### src/rtl/pipe_pkg.sv
// Shared types and constants for the handshaked pipeline stage registers.
package pipe_pkg;

    // Default payload width of the MIPS datapath.
    localparam int DATA_W = 32;

    // sll $0,$0,0 encodes as all zeros.
    localparam logic [31:0] MIPS_NOP = 32'h0000_0000;

    // Stage occupancy states; the encoding doubles as the occupancy count.
    typedef enum logic [1:0] {
        ST_EMPTY = 2'd0,
        ST_HALF  = 2'd1,
        ST_FULL  = 2'd2
    } state_t;

endpackage

### src/rtl/pipe_en_reg.sv
// Enable-loaded register with asynchronous active-low reset to a fixed value.
module pipe_en_reg #(
    parameter int               WIDTH     = 32,
    parameter logic [WIDTH-1:0] RESET_VAL = '0
) (
    input  logic             clk,
    input  logic             reset,
    input  logic             en,
    input  logic [WIDTH-1:0] d,
    output logic [WIDTH-1:0] q
);

    logic [WIDTH-1:0] q_reg;

    // Load d when enabled; otherwise hold the current value.
    always_ff @(posedge clk or negedge reset) begin
        if (!reset) begin
            q_reg <= RESET_VAL;
        end else if (en) begin
            q_reg <= d;
        end
    end

    assign q = q_reg;

endmodule

### src/rtl/pipe_stage_reg.sv
// Handshaked pipeline stage register with a 2-entry skid buffer and flush.
// Entry 0 (main) is the head presented downstream; entry 1 (skid) is the
// younger entry captured when downstream stalls while upstream pushes.
module pipe_stage_reg
    import pipe_pkg::*;
#(
    parameter int               WIDTH  = DATA_W,
    parameter logic [WIDTH-1:0] BUBBLE = {WIDTH{1'b0}}
) (
    input  logic             clk,
    input  logic             reset,
    input  logic             flush,
    input  logic             in_valid,
    output logic             in_ready,
    input  logic [WIDTH-1:0] in_data,
    output logic             out_valid,
    input  logic             out_ready,
    output logic [WIDTH-1:0] out_data,
    output logic [1:0]       occupancy
);

    localparam int MAIN = 0;
    localparam int SKID = 1;

    state_t state_reg;
    state_t state_next;

    logic             entry_en   [2];
    logic [WIDTH-1:0] entry_next [2];
    logic [WIDTH-1:0] entry_q    [2];

    logic accept;
    logic issue;

    // in_ready and out_valid come straight from the state register, so there
    // is no combinational path from out_ready to in_ready.
    assign in_ready  = (state_reg != ST_FULL);
    assign out_valid = (state_reg != ST_EMPTY);
    assign accept    = in_valid & in_ready;
    assign issue     = out_valid & out_ready;

    // Main is reloaded with BUBBLE whenever the stage empties, so it can be
    // presented directly without a mux on out_valid.
    assign out_data  = entry_q[MAIN];
    assign occupancy = state_reg;

    genvar gi;
    generate
        for (gi = 0; gi < 2; gi++) begin : g_entry
            pipe_en_reg #(
                .WIDTH     (WIDTH),
                .RESET_VAL (BUBBLE)
            ) u_entry (
                .clk   (clk),
                .reset (reset),
                .en    (entry_en[gi]),
                .d     (entry_next[gi]),
                .q     (entry_q[gi])
            );
        end
    endgenerate

    // State register; reset drops any held entry immediately.
    always_ff @(posedge clk or negedge reset) begin
        if (!reset) begin
            state_reg <= ST_EMPTY;
        end else begin
            state_reg <= state_next;
        end
    end

    // Next-state and entry load control; flush overrides all transfers.
    always_comb begin
        state_next       = state_reg;
        entry_en[MAIN]   = 1'b0;
        entry_en[SKID]   = 1'b0;
        entry_next[MAIN] = entry_q[MAIN];
        entry_next[SKID] = entry_q[SKID];

        if (flush) begin
            // An accept this cycle completes upstream but its data is dropped;
            // an issue this cycle already happened downstream.
            state_next       = ST_EMPTY;
            entry_en[MAIN]   = 1'b1;
            entry_en[SKID]   = 1'b1;
            entry_next[MAIN] = BUBBLE;
            entry_next[SKID] = BUBBLE;
        end else begin
            unique case (state_reg)
                ST_EMPTY: begin
                    if (accept) begin
                        entry_en[MAIN]   = 1'b1;
                        entry_next[MAIN] = in_data;
                        state_next       = ST_HALF;
                    end
                end
                ST_HALF: begin
                    if (accept && issue) begin
                        entry_en[MAIN]   = 1'b1;
                        entry_next[MAIN] = in_data;
                    end else if (accept) begin
                        entry_en[SKID]   = 1'b1;
                        entry_next[SKID] = in_data;
                        state_next       = ST_FULL;
                    end else if (issue) begin
                        entry_en[MAIN]   = 1'b1;
                        entry_next[MAIN] = BUBBLE;
                        state_next       = ST_EMPTY;
                    end
                end
                ST_FULL: begin
                    if (issue) begin
                        entry_en[MAIN]   = 1'b1;
                        entry_next[MAIN] = entry_q[SKID];
                        entry_en[SKID]   = 1'b1;
                        entry_next[SKID] = BUBBLE;
                        state_next       = ST_HALF;
                    end
                end
                default: begin
                    state_next = ST_EMPTY;
                end
            endcase
        end
    end

    // The state encoding never reaches 3.
    a_occ_legal: assert property (@(posedge clk) disable iff (!reset) occupancy != 2'd3);

endmodule

### config.mk
export PLATFORM = sky130hd
export DESIGN_NAME = pipe_stage_reg
export DESIGN_NICKNAME = d
export VERILOG_FILES = /design/src/rtl/pipe_pkg.sv /design/src/rtl/pipe_en_reg.sv /design/src/rtl/pipe_stage_reg.sv
export SDC_FILE = /design/constraint.sdc
export NUM_CORES = 1
export LEC_CHECK = 0
export CAP_MARGIN = 20
export CELL_PAD_IN_SITES_DETAIL_PLACEMENT = 1
export CELL_PAD_IN_SITES_GLOBAL_PLACEMENT = 1
export CORE_ASPECT_RATIO = 0.6
export CORE_MARGIN = 1
export CORE_UTILIZATION = 46
export DETAILED_ROUTE_END_ITERATION = 10
export PLACE_DENSITY_LB_ADDON = 0.1
export SYNTH_ARGS = -nofsm -noshare
export SYNTH_HDL_FRONTEND = slang
export SYNTH_HIERARCHICAL = 1
export SYNTH_SLANG_ARGS = --single-unit
### constraint.sdc
create_clock -name clk -period 5.9 [get_ports clk]
set_clock_uncertainty 0.2 [all_clocks]
set_input_delay 0.885 -clock clk [delete_from_list [all_inputs] [get_ports clk]]
set_output_delay 0.885 -clock clk [all_outputs]
set_load 0.01 [all_outputs]
After elaboration in Yosys (flattened, before gate mapping). Cells that the tools add are included. W data, S select, Z words.

Bits in registers: 66. Latch bits: 0. Memory bits (writable): 0. Bits in read-only memories: 0. Output and inout bits: 36. Memories kept: 0.

Add/sub/neg operators: 0. Multiply operators: 0. Divide/modulo/power cells: 0. Magnitude comparators: 0. Equal/unequal tests: 10. Shift-type cells: 0. Mux-type cells: 25. Bitwise logic cells: 2. Reduce and logical (&&, ||, !) cells: 8.

Operators with widths (count): $mux W32 (5); $mux W64 (2); $pmux W32 S3 (1); $pmux W32 S2 (1); $mux W2 (8); $ne A3 B3 Y1 const B (4); $ne A4 B4 Y1 const B (3); $pmux W2 S3 (1); $reduce_and A6 Y1 (1); $mux W1 (5); $reduce_and A5 Y1 (1); $reduce_and A4 Y1 (1); $reduce_bool A4 Y1 (1); $pmux W1 S3 (1); $reduce_bool A3 Y1 (1); $and A1 B1 Y1 (2); $eq A2 B1 Y1 const B (1); $eq A2 B2 Y1 const B (1); $logic_not A2 Y1 (1); $ne A2 B2 Y1 const B (1); $pmux W1 S2 (1); $reduce_bool A2 Y1 (1); $logic_and A1 B1 Y1 (1).

Logic depth before layout (Yosys ltp). Gate-level depths: netlist of the first run.

Word-level depth: 8. Mapped depth: 8. Depth with buffers taken out: 7.

By module. Netlist of the first run, hierarchy kept.

Modules (own cells, without submodules): pipe_en_reg (times used 2, cells an instance 68, area each 1345.0 um^2, seq. area each 800.8 um^2); pipe_stage_reg (times used 1, cells an instance 225, area each 1540.2 um^2, seq. area each 50.0 um^2).

Worst setup path before layout of the first run. Ideal clock, no wire load.

Path kind: in2reg. Start point: input out_ready. End point: register g_entry[1].u_entry.q_reg[0]. Setup time: 0.125 ns. Arrival time: 2.057 ns. Path slack: 3.518 ns. Stages on the path: 6. Path buffers: 2. Cell sequence: nor2b_2 -> nor3_4 -> a211o_1 -> buf_6 -> buf_12 -> mux2_4.

RTL lines: start, declared (RTL line pipe_stage_reg.sv:17) `input logic out_ready,`; end signal, assigned (RTL line pipe_en_reg.sv:18) `q_reg <= RESET_VAL;`; end signal, assigned (RTL line pipe_en_reg.sv:20) `q_reg <= d;`; end, declared (RTL line pipe_en_reg.sv:13) `logic [WIDTH-1:0] q_reg;`.

==> results.toml, run 1 <==
[status]
outcome = "finished, final reports clean"

[final_layout]
register_area_um2 = 1650
syn2layout_area_growth_pct = 21.2
mostFrequentLayoutCell = "clkdlybuf4s50_1"
largest_reg_flops = 64
fillers = 923
finalInstanceArea_um2 = 5130
fin_util_pct = 58.8
layout_common_cells = "70 x clkdlybuf4s50_1, 66 x dfrtp_1, 60 x mux2_4, 34 x a21oi_1, 33 x nand2_1"
drive_above_1_share_pct = 25.5
antenna_cells = 0
fin_nets = 457
multi_input_area_um2 = 2250
stdcell_count = 532

[clock_network]
h-tree-depth = 3
max-clock-path-buffers = 2
cts-root-buf = "clkbuf_16"
cts_hold_buf = 0
clk_latency_ps = 340
cts_buffers = 9
cts.sinks = 66
cts_tree = "done"
post_cts_buffers = 0
cts.clk_slew.worst_paths_ps = 60
post_cts_resized = 0

[worst_setup_path]
r2r_end = "g_entry[1].u_entry/q[29]$_DFFE_PN0P_"
path_buf_inv = 2
slowest_stage = "a211o_2"
worst_ep_arrival_time_ps = 3520
worst_ep_required_time_ps = 5910
cp_top_family = "buffers and inverters"
r2r_cells = 7
cp_max_fo = 33
max_stage_delay_ps = 830
rrSetupSlack_ps = 2670
r2r_start = "occupancy[0]$_DFFE_PN0P_"
cp-start-kind = "primary input"
worstSetupPathType = "primary input to flop"
critPathCaptureType = "flop"
path_cells = "clkdlybuf4s50_1, nand2b_1, nor3_4, buf_4, a211o_2, mux2_2"

[route]
drc_errors = 0
routedWlPerCell_um = 21.0
via_per_inst = 5.82
wirelength_um = 11200
final_antenna_net_count = 0
num_vias = 3096
dr.pass1.iters = 4
drt_iter0_drc = 215

[timing]
rsz0062_at_grt = "false"
hold_slack_ps = 342
period_needed_ps = 3500
fmax_mhz = 285
hold_violations = 0
setup_viol = 0
relSlewSlack_pct = 34.1
worstMarginPinSlew_ps = 988
fin_crit_sh_pct = 59.4
final.setup.tns_ps = 0
maxSlewViolCount = 0

[power_and_ir_drop]
power_density_nw_per_um2 = 446
leakage_nw = 2.16
peakVddDrop_mv = 0.197

[min_path]
min_to = "g_entry[0].u_entry/q[18]$_DFFE_PN0P_"
min_path_type = "flop to flop"
worstHoldStart = "g_entry[0].u_entry/q[18]$_DFFE_PN0P_"
hold-path-cell-count = 1

[logic_synthesis]
yosys.area.top_type = "dfrtp_1"
synth_top_area_share_pct = 39.0
ys_ff_latch = 66
netlist_area_um2 = 4230
synth-async-reset-ratio_pct = 100
synthCells = 361
synth_fp_nets = 402
synth_compound_area_share_pct = 23.5
ys_seq_area_share_pct = 39.0
synth_top_family_by_area = "compound AO/OA/AOI/OAI gates"
synth-edff-count = 0
yosys.area_share.simple_pct = 5.86
synth.distinct_cells = 41
avgSynthCellArea_um2 = 11.7
yosysWarnings = 6
muxShareOfSynthArea_pct = 22.4
synth_xor_area_share_pct = 0
synth_fa_ha_area_share_pct = 1.18
yosys-top-cells-area = "dfrtp_1 39%, mux2_4 21%, a22oi_1 5.5%"
ys.flop_type = "dfrtp_1"

[place]
hpwlAfterDp_um = 6900
io_buffers = 72
place_inst = 517
routabilityCongestion = 0.829
placed_cell_area_um2 = 4840

[global_routing]
grt_max_degree = 67
grt_pass1_vias = 3366
grtUsageTotal_pct = 25.1
grt_pass1_wl_um = 18500
antenna_found_initial = 0
overflow = 0

[floorplanning]
die_area_um2 = 9600
die_w_um = 126
ios = 73
die-height_um = 76.3
core_um2 = 8720
start_util_pct = 48.5
rows = 26

[job]
max_cap_viol_count = 0
## how the worst max path moves through the flow
stage          startpoint                                   end  slack [ps]  cells past startpoint
3_3_place_gp     in_valid  g_entry[1].u_entry/q[29]$_DFFE_PN0P_        2090                      6
2_1_floorplan   out_ready   g_entry[1].u_entry/q[0]$_DFFE_PN0P_        3520                      6
4_1_cts          in_valid  g_entry[1].u_entry/q[29]$_DFFE_PN0P_        2390                      6
3_5_place_dp     in_valid  g_entry[1].u_entry/q[29]$_DFFE_PN0P_        2050                      6
6_report         in_valid  g_entry[1].u_entry/q[29]$_DFFE_PN0P_        2400                      6
5_1_grt          in_valid  g_entry[1].u_entry/q[29]$_DFFE_PN0P_        2260                      6
## area by class of cell
type                       instances  share of cell area (%)
clock buffer                      12                    4.81
clock inverter                     3                   0.781
inverter                           5                   0.366
multi-input combinational        256                    43.9
sequential                        66                    32.2
tap                              112                    2.73
timing repair buffer              78                    15.2
## cells by family (layout without fill, tap and decap cells)
logic type | after synthesis | after routing
AO/OA/AOI/OAI | 138 | 138
adder cells (fa/ha/maj) | 4 | 4
buffers and inverters | 39 | 98
flip-flops | 66 | 66
multiplexers | 64 | 64
AND/OR/NAND/NOR | 50 | 50
## where the power goes
group | internal, mW | switching (mW)
combinational | 0.538 | 0.552
sequential | 0.563 | 0.105
clock | 0.335 | 0.194
## metrics by stage
| step | worst slack, ps | total power [mW] |
|---|---|---|
| final | 2400 | 2.29 |
| after detailed placement | 2050 | 1.75 |
| after floorplan | 3520 | 1.41 |
| after global routing | 2260 | 2.41 |
| after global placement | 2090 | 1.69 |
| after CTS | 2390 | 2.30 |
## Yosys cell counts (2+ instances only)
cell type  instances
a21oi_1           34
a22oi_1           31
buf_12             6
buf_4              2
buf_6             11
clkbuf_1          10
clkbuf_2           3
dfrtp_1           66
ha_1               4
inv_1              5
mux2_2             4
mux2_4            60
nand2_1           33
nor2_1             3
nor3_1             3
o21ai_0           27
o21ai_1            5
o2bb2ai_1         22
o2bb2ai_2         10
## per-layer routing
| metal | GRT usage (%) | wire (um) | part of all wire [%] |
|---|---|---|---|
| met5 | 0 | 0 | 0 |
| met4 | 6.14 | 66 | 0.59 |
| met3 | 6.60 | 463 | 4.1 |
| met2 | 38.9 | 5070 | 45 |
| met1 | 34.8 | 5580 | 50 |
Note: power is estimated with default switching activity, not from simulation.
==> inputs of run 2 (changes only) <==
Settings changed: CORE_UTILIZATION 46 to 39.
Clock period 5.9 ns to 2.93 ns, I/O delays scaled along.
==> results.toml, run 2 (synthesis gave the netlist of run 1 again) <==
[status]
outcome = "finished, final reports clean"

[route]
via_per_inst = 5.60
final_antenna_net_count = 0
routedWlPerCell_um = 20.5
wirelength_um = 11700
drt_iter0_drc = 185
dr.pass1.iters = 5
drc_errors = 0
num_vias = 3201

[timing]
setup_ws_ps = 323
final.setup.tns_ps = 0
maxSlewViolCount = 0
fmax_mhz = 384
period_needed_ps = 2610
setup_viol = 0
hold_violations = 0
rsz0062_at_grt = "false"
relSlewSlack_pct = 51.9
fin_crit_sh_pct = 89.0
worstMarginPinSlew_ps = 720

[global_routing]
grt_max_degree = 33
grtUsageTotal_pct = 22.7
overflow = 0
antenna_found_initial = 0
grt_use_met1_pct = 32.8
use_met2_pct = 33.6
grt_pass1_wl_um = 19000
grt_pass1_vias = 3340
met3_usage_pct = 6.23
grt_most_used_layer = "met2"

[clock_network]
post_cts_buffers = 0
cts_tree = "done"
cts-root-buf = "clkbuf_16"
max-clock-path-buffers = 2
cts_buffers = 9
cts.clk_slew.worst_paths_ps = 60
h-tree-depth = 3
cts.sinks = 66
clk_latency_ps = 340

[floorplanning]
die-height_um = 82.7
ios = 73
die_area_um2 = 11300
rows = 29
die_w_um = 136
core_um2 = 10600
start_util_pct = 40.1

[worst_setup_path]
rrSetupSlack_ps = 320
worst_ep_arrival_time_ps = 2680
path_buf_inv = 2
worst_ep_required_time_ps = 3000
r2r_cells = 8
worstSetupPathType = "flop to flop"
cp_top_family = "simple AND/OR/NAND/NOR gates"
cp.depth = 8
cp-start-kind = "flop"
max_stage_delay_ps = 590
critPathCaptureType = "flop"
cp_max_fo = 18
path_cells = "inv_1, ha_1, a21oi_1, nor2_2, buf_12, a22oi_1, o2bb2ai_1, mux2_4"
slowest_stage = "nor2_2"

[place]
place_inst = 555
pre_cts_ws_ps = 224
routabilityCongestion = 0.819
io_buffers = 72
hpwlAfterDp_um = 7320

[final_layout]
largest_reg_flops = 64
syn2layout_area_growth_pct = 24.3
fin_nets = 469
drive_above_1_share_pct = 27.3
stdcell_count = 572
antenna_cells = 0
mostFrequentLayoutCell = "clkdlybuf4s50_1"
fin_util_pct = 49.8
layout_common_cells = "70 x clkdlybuf4s50_1, 66 x dfrtp_1, 60 x mux2_4, 34 x a21oi_1, 33 x nand2_1"

[min_path]
min_path_type = "flop to flop"
hold-path-cell-count = 1

[power_and_ir_drop]
peakVddDrop_mv = 0.428
leakage_nw = 2.22
power_mw = 4.57
power_density_nw_per_um2 = 869

[job]
max_cap_viol_count = 0
==> run 2: cell count changes in the layout (fill, tap and decap cells not counted) <==
cell           delta
dlygate4sd3_1     +1
buf_2             +1
buf_16            -1
clkinv_2          +1
buf_12            +4
clkbuf_1          +1
buf_4             +7
bufinv_16         -1
==> run 2: layout make-up <==
type                            count  area (um^2)
Sequential cell                    66         1650
Clock inverter                      3         15.0
Multi-Input combinational cell    256         2250
Tap cell                          139          174
Clock buffer                       13          250
Inverter                            5         18.8
Fill cell                        1110         5300
Timing Repair Buffer               90          898
==> run 2: metal layers <==
layer	part of all wire, %	wire, um
met3	4.4	509
met1	52	6090
met4	0.74	87
met5	0	0
met2	43	5010
==> run 2: per-stage QoR <==
stage	area, um^2	hold slack (ps)
2_1_floorplan	4230	-56.1
3_3_place_gp	4980	264
3_5_place_dp	4980	267
4_1_cts	5260	342
5_1_grt	5260	358
6_report	5260	340
==> run 2: final timing paths <==
check	endpoint	startpoint
setup / recovery	g_entry[0].u_entry/q[20]$_DFFE_PN0P_	occupancy[0]$_DFFE_PN0P_
max in group asynchronous	g_entry[1].u_entry/q[21]$_DFFE_PN0P_	reset
setup reg to reg	g_entry[0].u_entry/q[20]$_DFFE_PN0P_	occupancy[0]$_DFFE_PN0P_
hold reg to reg	g_entry[1].u_entry/q[9]$_DFFE_PN0P_	g_entry[1].u_entry/q[9]$_DFFE_PN0P_
hold / removal	g_entry[1].u_entry/q[9]$_DFFE_PN0P_	g_entry[1].u_entry/q[9]$_DFFE_PN0P_
min in group asynchronous	g_entry[0].u_entry/q[0]$_DFFE_PN0P_	reset
==> run 2: worst register-to-register path: stages, from the launching register on <==
cell and delay, ps:
dfrtp_1 450, inv_1 120, ha_1 340, a21oi_1 120
nor2_2 590, buf_12 250, a22oi_1 110, o2bb2ai_1 200
mux2_4 160
==> run 2: power breakdown <==
group          internal [mW]  leakage, nW  switching, mW  total, mW
Combinational           1.11         1.18           1.12       2.23
Clock                  0.592        0.133          0.408       1.00
Sequential              1.13        0.906          0.208       1.34
Total                   2.83         2.22           1.74       4.57
==> run 2: repair_timing <==
item | CTS | global route
hold buffers | 1 | 0
hold endpoints to repair | 19 | 0
resized for setup | 0 | 0
endpoints found under the setup margin | 0 | 0
